File: config.mk
export PLATFORM = sky130hd
export DESIGN_NAME = sort_out_mc_if
export DESIGN_NICKNAME = d
export VERILOG_FILES = /design/src/rtl/sort_out_mc_if.sv
export SDC_FILE = /design/constraint.sdc
export NUM_CORES = 1
export LEC_CHECK = 0
export CORE_MARGIN = 5
export CORE_UTILIZATION = 45
export DETAILED_ROUTE_END_ITERATION = 7
export PLACE_DENSITY = 0.82
export SYNTH_ARGS = -nofsm -noshare
export SYNTH_HDL_FRONTEND = slang
export SYNTH_SLANG_ARGS = --single-unit
File: constraint.sdc
create_clock -name src_clock -period 3.2 [get_ports src_clock]
set_input_delay 0.64 -clock src_clock [delete_from_list [all_inputs] [get_ports src_clock]]
set_output_delay 0.64 -clock src_clock [all_outputs]
set_load 0.05 [all_outputs]
File: src/rtl/sort_out_mc_if.sv
// sort_out_mc_if: multi-bank sorter output interface.
// Each bank's request is synchronized into src_clock, banks are served
// round-robin, and the RAM reads are streamed out through a 2-entry FIFO
// that absorbs sink backpressure.

// Per-bank request tracking: synchronizer, edge detect, pending, length, ack
module sort_out_mc_if_bank #(
   parameter int ADDR_WIDTH = 8
) (
   input  logic                  src_clock,
   input  logic                  src_reset,
   input  logic                  i_req,
   input  logic [ADDR_WIDTH-1:0] i_len,
   input  logic                  i_grant,
   input  logic                  i_done,
   output logic                  o_eligible,
   output logic                  o_ack,
   output logic [ADDR_WIDTH-1:0] o_len
);
   logic [2:0]            r_sync;
   logic                  r_req_d;
   logic                  r_pending;
   logic                  r_ack;
   logic [ADDR_WIDTH-1:0] r_len;
   logic                  w_rise;

   assign w_rise     = r_sync[2] & ~r_req_d;
   assign o_eligible = r_pending & ~r_ack;
   assign o_ack      = r_ack;
   assign o_len      = r_len;

   // Synchronize request, latch length on its rising edge, track ack
   always_ff @(posedge src_clock or posedge src_reset) begin
      if (src_reset) begin
         r_sync    <= '0;
         r_req_d   <= 1'b0;
         r_pending <= 1'b0;
         r_ack     <= 1'b0;
         r_len     <= '0;
      end else begin
         r_sync  <= {r_sync[1:0], i_req};
         r_req_d <= r_sync[2];
         if (i_grant)
            r_pending <= 1'b0;
         // a fresh edge wins over the grant that consumes the old request
         if (w_rise) begin
            r_pending <= 1'b1;
            r_len     <= i_len;
         end
         if (i_done)
            r_ack <= 1'b1;
         else if (!r_sync[2])
            r_ack <= 1'b0;
      end
   end
endmodule

module sort_out_mc_if #(
   parameter  int DATA_WIDTH = 16,
   parameter  int MAX_LENGTH = 256,
   parameter  int NUM_BANKS  = 2,
   localparam int ADDR_WIDTH = $clog2(MAX_LENGTH),
   localparam int BANK_WIDTH = (NUM_BANKS > 1) ? $clog2(NUM_BANKS) : 1
) (
   input  logic                             src_clock,
   input  logic                             src_reset,
   input  logic [NUM_BANKS-1:0]             snk_req,
   output logic [NUM_BANKS-1:0]             src_ack,
   input  logic [NUM_BANKS*ADDR_WIDTH-1:0]  tran_len,
   output logic [BANK_WIDTH+ADDR_WIDTH-1:0] buf_rdaddress,
   output logic                             buf_rden,
   input  logic [DATA_WIDTH-1:0]            buf_q,
   output logic [DATA_WIDTH-1:0]            src_data,
   output logic [BANK_WIDTH-1:0]            src_channel,
   output logic                             src_sop,
   output logic                             src_eop,
   output logic                             src_valid,
   input  logic                             src_ready
);
   typedef enum logic [1:0] {ST_IDLE, ST_READ, ST_DRAIN} state_t;

   state_t                                 r_state, w_next_state;
   logic [BANK_WIDTH-1:0]                  r_grant, r_ptr;
   logic [ADDR_WIDTH-1:0]                  r_offset;
   logic [NUM_BANKS-1:0]                   w_eligible;
   logic [NUM_BANKS-1:0][ADDR_WIDTH-1:0]   w_len;
   logic                                   w_any;
   logic [BANK_WIDTH-1:0]                  w_sel, w_idx;
   logic                                   w_start, w_issue, w_last, w_pop, w_push;
   logic [2:0]                             w_occ;
   logic                                   w_credit;

   // read tags travel alongside the 1-cycle RAM latency
   logic                                   r_rd_vld, r_rd_sop, r_rd_eop;
   logic [BANK_WIDTH-1:0]                  r_rd_ch;

   // 2-entry output FIFO
   logic [1:0][DATA_WIDTH-1:0]             r_fifo_data;
   logic [1:0]                             r_fifo_sop, r_fifo_eop;
   logic [1:0][BANK_WIDTH-1:0]             r_fifo_ch;
   logic                                   r_wr_ptr, r_rd_ptr;
   logic [1:0]                             r_count;
   logic                                   w_head_eop;

   for (genvar i = 0; i < NUM_BANKS; i++) begin : g_bank
      sort_out_mc_if_bank #(.ADDR_WIDTH(ADDR_WIDTH)) u_bank (
         .src_clock  (src_clock),
         .src_reset  (src_reset),
         .i_req      (snk_req[i]),
         .i_len      (tran_len[i*ADDR_WIDTH +: ADDR_WIDTH]),
         .i_grant    (w_start && (w_sel == BANK_WIDTH'(i))),
         .i_done     (w_pop && w_head_eop && (src_channel == BANK_WIDTH'(i))),
         .o_eligible (w_eligible[i]),
         .o_ack      (src_ack[i]),
         .o_len      (w_len[i])
      );
   end

   // Round-robin pick: first eligible bank at or after the pointer
   always_comb begin
      w_any = 1'b0;
      w_sel = '0;
      w_idx = '0;
      for (int k = 0; k < NUM_BANKS; k++) begin
         w_idx = BANK_WIDTH'((int'(r_ptr) + k) % NUM_BANKS);
         if (!w_any && w_eligible[w_idx]) begin
            w_any = 1'b1;
            w_sel = w_idx;
         end
      end
   end

   assign w_pop      = src_valid & src_ready;
   assign w_push     = r_rd_vld;
   assign w_head_eop = r_fifo_eop[r_rd_ptr];
   // occupancy after this cycle's pop, counting the read still in flight
   assign w_occ      = {1'b0, r_count} - {2'b0, w_pop} + {2'b0, r_rd_vld};
   assign w_credit   = (w_occ < 3'd2);
   assign w_last     = (r_offset == w_len[r_grant]);

   // Next-state and read-issue decode
   always_comb begin
      w_next_state = r_state;
      w_start      = 1'b0;
      w_issue      = 1'b0;
      case (r_state)
         ST_IDLE: begin
            if (w_any) begin
               w_start      = 1'b1;
               w_next_state = ST_READ;
            end
         end
         ST_READ: begin
            w_issue = w_credit;
            if (w_credit && w_last)
               w_next_state = ST_DRAIN;
         end
         ST_DRAIN: begin
            if (w_pop && w_head_eop)
               w_next_state = ST_IDLE;
         end
         default: w_next_state = ST_IDLE;
      endcase
   end

   assign buf_rden      = w_issue;
   assign buf_rdaddress = {r_grant, r_offset};

   // State register, grant/pointer latch and word offset counter
   always_ff @(posedge src_clock or posedge src_reset) begin
      if (src_reset) begin
         r_state  <= ST_IDLE;
         r_grant  <= '0;
         r_ptr    <= '0;
         r_offset <= '0;
      end else begin
         r_state <= w_next_state;
         if (w_start) begin
            r_grant  <= w_sel;
            r_ptr    <= BANK_WIDTH'((int'(w_sel) + 1) % NUM_BANKS);
            r_offset <= '0;
         end else if (w_issue && !w_last) begin
            r_offset <= r_offset + 1'b1;
         end
      end
   end

   // Tag each read so framing lines up with buf_q one cycle later
   always_ff @(posedge src_clock or posedge src_reset) begin
      if (src_reset) begin
         r_rd_vld <= 1'b0;
         r_rd_sop <= 1'b0;
         r_rd_eop <= 1'b0;
         r_rd_ch  <= '0;
      end else begin
         r_rd_vld <= w_issue;
         r_rd_sop <= (r_offset == '0);
         r_rd_eop <= w_last;
         r_rd_ch  <= r_grant;
      end
   end

   // Output FIFO: write on returning RAM data, read on accepted beat
   always_ff @(posedge src_clock or posedge src_reset) begin
      if (src_reset) begin
         r_fifo_data <= '0;
         r_fifo_sop  <= '0;
         r_fifo_eop  <= '0;
         r_fifo_ch   <= '0;
         r_wr_ptr    <= 1'b0;
         r_rd_ptr    <= 1'b0;
         r_count     <= '0;
      end else begin
         if (w_push) begin
            r_fifo_data[r_wr_ptr] <= buf_q;
            r_fifo_sop[r_wr_ptr]  <= r_rd_sop;
            r_fifo_eop[r_wr_ptr]  <= r_rd_eop;
            r_fifo_ch[r_wr_ptr]   <= r_rd_ch;
            r_wr_ptr              <= ~r_wr_ptr;
         end
         if (w_pop)
            r_rd_ptr <= ~r_rd_ptr;
         r_count <= r_count + {1'b0, w_push} - {1'b0, w_pop};
      end
   end

   assign src_valid   = (r_count != 2'd0);
   assign src_data    = r_fifo_data[r_rd_ptr];
   assign src_channel = r_fifo_ch[r_rd_ptr];
   assign src_sop     = src_valid & r_fifo_sop[r_rd_ptr];
   assign src_eop     = src_valid & r_fifo_eop[r_rd_ptr];
endmodule

Word level (Yosys, flattened, before mapping)
Cells that the tools add are included.
{"block": "totals", "register_bits": 86, "in_bits": 37, "out_inout_bits": 32, "word_cells": 125}
{"block": "op_classes", "n_addsub": 7, "order_cmp": 7, "n_eq_ne": 8, "muxes": 43, "bitwise": 15, "n_reduce_logical": 18}
{"op": "16-bit 2-to-1 mux", "n": 3}
{"op": "32-bit bitwise mux", "n": 1}
{"op": "8-bit 2-to-1 mux", "n": 4}
{"op": "1-bit 2-to-1 mux", "n": 26}
{"op": "16-bit demux with 1-bit select", "n": 1}
{"op": "1-bit by 2-bit less-than comparator with 1-bit output, second input constant", "n": 5}
{"op": "1-bit logical AND", "n": 9}
{"op": "8-bit by 1-bit adder with 8-bit output, second input constant", "n": 1}
{"op": "8-bit equality test", "n": 1}
{"op": "8-bit logical NOT", "n": 1}
{"op": "1-bit inverter", "n": 8}
{"op": "2-bit nonzero test", "n": 4}
{"op": "1-bit bitwise AND", "n": 7}
{"op": "2-bit bitwise mux", "n": 3}
{"op": "2-bit 2-to-1 mux", "n": 3}
{"op": "2-bit != test, second input constant", "n": 3}
{"op": "2-bit one-hot mux with 3 select lines", "n": 1}
{"op": "2-bit by 1-bit != test with 1-bit output, second input constant", "n": 2}
{"op": "3-bit by 1-bit adder with 3-bit output", "n": 1}
{"op": "3-bit by 2-bit less-than comparator with 1-bit output, second input constant", "n": 1}
{"op": "3-bit AND reduction", "n": 1}
{"op": "2-bit by 1-bit subtractor with 3-bit output", "n": 1}
{"op": "1-bit adder, second input constant", "n": 2}
{"op": "2-bit by 1-bit adder with 2-bit output", "n": 1}
{"op": "7 further kinds", "n": 8}

Longest topological paths before layout
Gate-level depths: netlist (run 1).
{"block": "depth", "ltp_word": 13, "mapped_depth": 14, "mapped_depth_nobuf": 13}

Modules after synthesis
Synthesis (run 1) repeated with hierarchy kept, for this count alone.
{"block": "unflattened", "cells_unflattened": 281, "hier_area_um2": 3902.5}
{"module": "sort_out_mc_if", "n_inst": 1, "cells_per_inst": 223, "area_per_inst_um2": 2849.0, "seq_area_each_um2": 1451.4}
{"module": "sort_out_mc_if_bank", "n_inst": 2, "cells_per_inst": 29, "area_per_inst_um2": 526.8, "seq_area_each_um2": 350.3}

Worst setup path before layout (run 1)
Ideal clock, no wire load.
{"block": "synth_path", "path_kind": "reg-to-reg", "startpoint": "reg r_count[1]", "endpoint": "reg r_offset[7]", "setup_time_ps": 151, "arrival_time_ps": 3748, "required_ps": 3049, "path_slack_ps": -699, "stages_incl_launch_ff": 14, "n_path_buf": 1, "synth_period_minus_slack_ps": 3899, "path_cell_list": "dfrtp_1 nor2_1 inv_1 nand2_1 inv_1 ha_1 inv_1 ha_1 fa_1 nor4_2 a21boi_1 buf_6 nand4_1 mux2i_1"}
{"block": "synth_via", "elab_chain_len": 8}
{"item": "from (decl)", "line_no": "102", "rtl": "logic [1:0] r_count;"}
{"item": "from (signal assigned)", "line_no": "223", "rtl": "r_count <= r_count + {1'b0, w_push} - {1'b0, w_pop};"}
{"item": "2-bit nonzero test", "line_no": "227", "rtl": "assign src_valid = (r_count != 2'd0);"}
{"item": "net src_valid", "line_no": "77", "rtl": "output logic src_valid,"}
{"item": "1-bit bitwise AND", "line_no": "133", "rtl": "assign w_pop = src_valid & src_ready;"}
{"item": "net w_pop", "line_no": "89", "rtl": "logic w_start, w_issue, w_last, w_pop, w_push;"}
{"item": "2-bit by 1-bit subtractor with 3-bit output", "line_no": "137", "rtl": "assign w_occ = {1'b0, r_count} - {2'b0, w_pop} + {2'b0, r_rd_vld};"}
{"item": "3-bit by 1-bit adder with 3-bit output", "line_no": "137"}
{"item": "net w_occ[1]", "line_no": "90", "rtl": "logic [2:0] w_occ;"}
{"item": "3-bit by 2-bit less-than comparator with 1-bit output", "line_no": "138", "rtl": "assign w_credit = (w_occ < 3'd2);"}
{"item": "1-bit 2-to-1 mux", "line_no": "146", "rtl": "case (r_state)"}
{"item": "net buf_rden", "line_no": "71", "rtl": "output logic buf_rden,"}
{"item": "1-bit logical AND", "line_no": "182", "rtl": "end else if (w_issue && !w_last) begin"}
{"item": "2-bit nonzero test (no line)"}
{"item": "to (signal assigned)", "line_no": "183", "rtl": "r_offset <= r_offset + 1'b1;"}
{"item": "to (decl)", "line_no": "84", "rtl": "logic [ADDR_WIDTH-1:0] r_offset;"}
The timed path passes the listed nets, and every way through them passes these cells.
A chain may end at the register's enable or synchronous reset.

Worst setup path in the final report (run 1)
{"block": "layout_path", "startpoint": "reg r_count[1]", "endpoint": "out buf_rden"}
{"block": "layout_via", "elab_chain_len": 6}
{"item": "2-bit nonzero test", "line_no": "227"}
{"item": "1-bit bitwise AND", "line_no": "133"}
{"item": "net w_pop", "line_no": "89"}
{"item": "2-bit by 1-bit subtractor with 3-bit output", "line_no": "137"}
{"item": "3-bit by 1-bit adder with 3-bit output", "line_no": "137"}
{"item": "net w_occ[1]", "line_no": "90"}
{"item": "3-bit by 2-bit less-than comparator with 1-bit output", "line_no": "138"}
{"item": "1-bit 2-to-1 mux", "line_no": "146"}
{"item": "to (decl)", "line_no": "71"}
The timed path passes the listed nets, and every way through them passes these cells.

==> impl_metrics.env, run 1 <==
export IMPL_synthSimpleGateAreaFrac=0.06252
export IMPL_arrival_ns=2.52
export IMPL_avgSynthCellArea_um2=13.56
export IMPL_drc_errors=0
export IMPL_power_density_nw_per_um2=1088
export IMPL_synth_cell_types=39
export IMPL_wl_per_cell_um=16.18
export IMPL_fin_ws_ns=0.04472
export IMPL_fin_crit_sh=0.9860
export IMPL_cts_sinks=86
export IMPL_drv_slew=0
export IMPL_yosys_register_bits=86
export IMPL_vias=2297
export IMPL_synth_xor_area_share=0.02808
export IMPL_antenna_left=0
export IMPL_postSynthCellCount=276
export IMPL_ctsRootBufferMaster="clkbuf_8"
export IMPL_finClkSkew_ns=0.008998
export IMPL_drt_iter0_drc=87
export IMPL_drive_gt1_frac=0.2640
export IMPL_final_nets=393
export IMPL_synth_ff_type="dfrtp_1"
export IMPL_post_place_ws_ns=-0.2159
export IMPL_htree_num_levels=3
export IMPL_synth_compound_area_share=0.02976
export IMPL_grt_max_degree=30
export IMPL_dp_cells=444
export IMPL_p_leak_nw=2.103
export IMPL_cts_path_max_buffers=2
export IMPL_cp_start_kind="flip-flop"
export IMPL_place_hpwl_mm=5.358
export IMPL_tightest_slew_ns=1.020
export IMPL_max_slew_margin=0.3185
export IMPL_first_pass_iters=4
export IMPL_grt_overflow=0
export IMPL_vdd_drop_max_v=0.0005989
export IMPL_setup_viol=0
export IMPL_yosysWarnings=0
export IMPL_antenna_found_initial=0
export IMPL_worstHoldPathType="reg -> reg"
export IMPL_max_freq_mhz=316.9
export IMPL_placed_area_um2=4611
export IMPL_rows=33
export IMPL_seq_area_frac_synth=0.5751
export IMPL_syn_nets=318
export IMPL_required_ns=2.56
export IMPL_cp_end_kind="output pin"
export IMPL_grt_pass1_wl_mm=12.57
export IMPL_cap_viol_max_count=0
export IMPL_async_flop_share=1.000
export IMPL_initial_core_util=0.4578
export IMPL_die_area_um2=10240
export IMPL_syn2layout_area_growth_pct=29.72
export IMPL_place_congestion=0.8379
export IMPL_fin_cells=461
export IMPL_grt_pass1_vias=2560
export IMPL_grt_usage=0.1587
export IMPL_cts_tree="built"
export IMPL_grt_setup_unrepaired="true"
export IMPL_finalHoldViolCount=0
export IMPL_yosys_mux_area_fraction=0.2484
export IMPL_hold_slack_ns=0.3501
export IMPL_vias_per_cell=4.983
export IMPL_layout_commonest_cell="dfrtp_1"
export IMPL_synth_top_family_by_area="multiplexers"
export IMPL_diodes=0
export IMPL_wirelength_mm=7.457
export IMPL_io_buffers=68
export IMPL_final_design_area_no_fill_um2=4855
export IMPL_die_h_um=101.2
export IMPL_r2r_setup_slack_ns=0.33
export IMPL_cts_buffers=9
export IMPL_synth_edf_count=0
export IMPL_die_w_um=101.2
export IMPL_netlist_area_um2=3742
export IMPL_run_status="finished clean"
export IMPL_worst_path_max_fanout=3
export IMPL_core_area_um2=8175
export IMPL_crit_type="reg -> out"
export IMPL_power_w=0.005280
export IMPL_synth_adder_area_share=0.01872
export IMPL_clkTransAtPathRegs_ns=0.09
export IMPL_io_pins=69
export IMPL_clock_latency_ns=0.36
export IMPL_most_common_layout_cells="85 x dfrtp_1, 66 x clkdlybuf4s50_1, 52 x mux2_2, 19 x mux2_1, 14 x nand2_1"
export IMPL_cts_hold_repair_buffers=0
export IMPL_min_period_ns=3.155
## synth_stat cells, types with 2 or more instances
cell type / number / share of area
nor3_1: 3 / 0.0040
nor2b_1: 3 / 0.0050
ha_1: 4 / 0.013
nor4_2: 3 / 0.010
buf_4: 3 / 0.0060
mux2_1: 19 / 0.057
nand4_1: 2 / 0.0033
a21oi_1: 3 / 0.0040
mux2_2: 52 / 0.16
clkbuf_1: 8 / 0.0080
mux2i_1: 13 / 0.035
a21o_1: 4 / 0.0080
dfrtp_1: 86 / 0.58
xnor2_1: 11 / 0.026
nor2_1: 6 / 0.0060
inv_1: 16 / 0.016
nand3_1: 3 / 0.0040
nand2_1: 15 / 0.015
buf_6: 2 / 0.0060
## per-stage QoR
| stage | setup TNS [ns] | util |
|---|---|---|
| after floorplan | -0.1579 | - |
| after global routing | -0.05161 | 0.5938 |
| after detailed placement | -1.281 | 0.5640 |
| final | 0 | 0.5938 |
| after CTS | 0 | 0.5938 |
| after global placement | -1.208 | 0.5640 |
## critical path, stage by stage, from the launching register on
cell     delay (ns)
dfrtp_2        0.46
nor2_4         0.18
inv_6          0.04
nand2_4        0.05
inv_2          0.04
ha_4           0.25
inv_2          0.03
ha_4           0.14
fa_2           0.45
nor4_4         0.32
buf_12         0.18
## sequential cells by signal (all words and copies together), names as in the netlist
signal,flops
g_bank.u_bank.r_req_d,2
r_ptr,1
r_grant,1
r_offset,8
r_rd_sop,1
r_fifo_data,32
r_fifo_ch,2
g_bank.u_bank.r_sync,6
r_rd_ptr,1
g_bank.u_bank.o_ack,2
r_fifo_sop,2
r_rd_vld,1
g_bank.u_bank.r_pending,2
g_bank.u_bank.o_len,16
r_state,2
r_count,2
r_fifo_eop,2
r_wr_ptr,1
r_rd_eop,1
r_rd_ch,1
## power breakdown
group | switching [W] | internal (W)
Sequential | 0.000266 | 0.00143
Clock | 0.000412 | 0.000452
Combinational | 0.00152 | 0.00120
Total | 0.00220 | 0.00308
## area by class of cell
| type | instances | area, um^2 |
|---|---|---|
| Timing Repair Buffer | 78 | 764.5 |
| Clock inverter | 7 | 102.6 |
| Fill cell | 627 | 3321 |
| Multi-Input combinational cell | 160 | 1513 |
| Tap cell | 105 | 131.4 |
| Clock buffer | 9 | 123.9 |
| Inverter | 16 | 66.31 |
| Sequential cell | 86 | 2153 |
## cell families after synthesis
logic type      Yosys count
fa+ha+maj                 5
simple gates             43
flops                    86
xor+xnor                 12
compound gates           16
mux                      84
buf+inv                  30
## worst paths after layout
kind / depth (start not counted) / start / end
setup / recovery: 10 / r_count[1] / buf_rden
hold / removal: 0 / g_bank[1].u_bank.r_sync[1] / g_bank[1].u_bank.r_sync[2]
setup reg to reg: 14 / r_count[1] / r_offset[3]
hold reg to reg: 0 / g_bank[1].u_bank.r_sync[1] / g_bank[1].u_bank.r_sync[2]
max in group asynchronous: 3 / src_reset / r_fifo_data[30]
min in group asynchronous: 2 / src_reset / r_fifo_data[27]
## repair_timing
item,4_1_cts,5_1_grt
gates resized for setup,4,0
pin swaps,2,0
buffers inserted,1,0
endpoints found under the setup margin,1,1
## per-layer routing
layer	global-route usage	share of wire	vias up
li1	-	-	1097
met1	0.1938	0.43	1131
met2	0.2726	0.50	62
met3	0.04752	0.067	7
met4	0.04601	0.011	0
met5	0	0	-
(Power assumes the default switching activity.)
==> inputs of run 2 (changes only) <==
GPL_TIMING_DRIVEN = 1   (was not set)
==> results of run 2 <==
The final DEF is identical to that of run 1; final timing and power are the same.
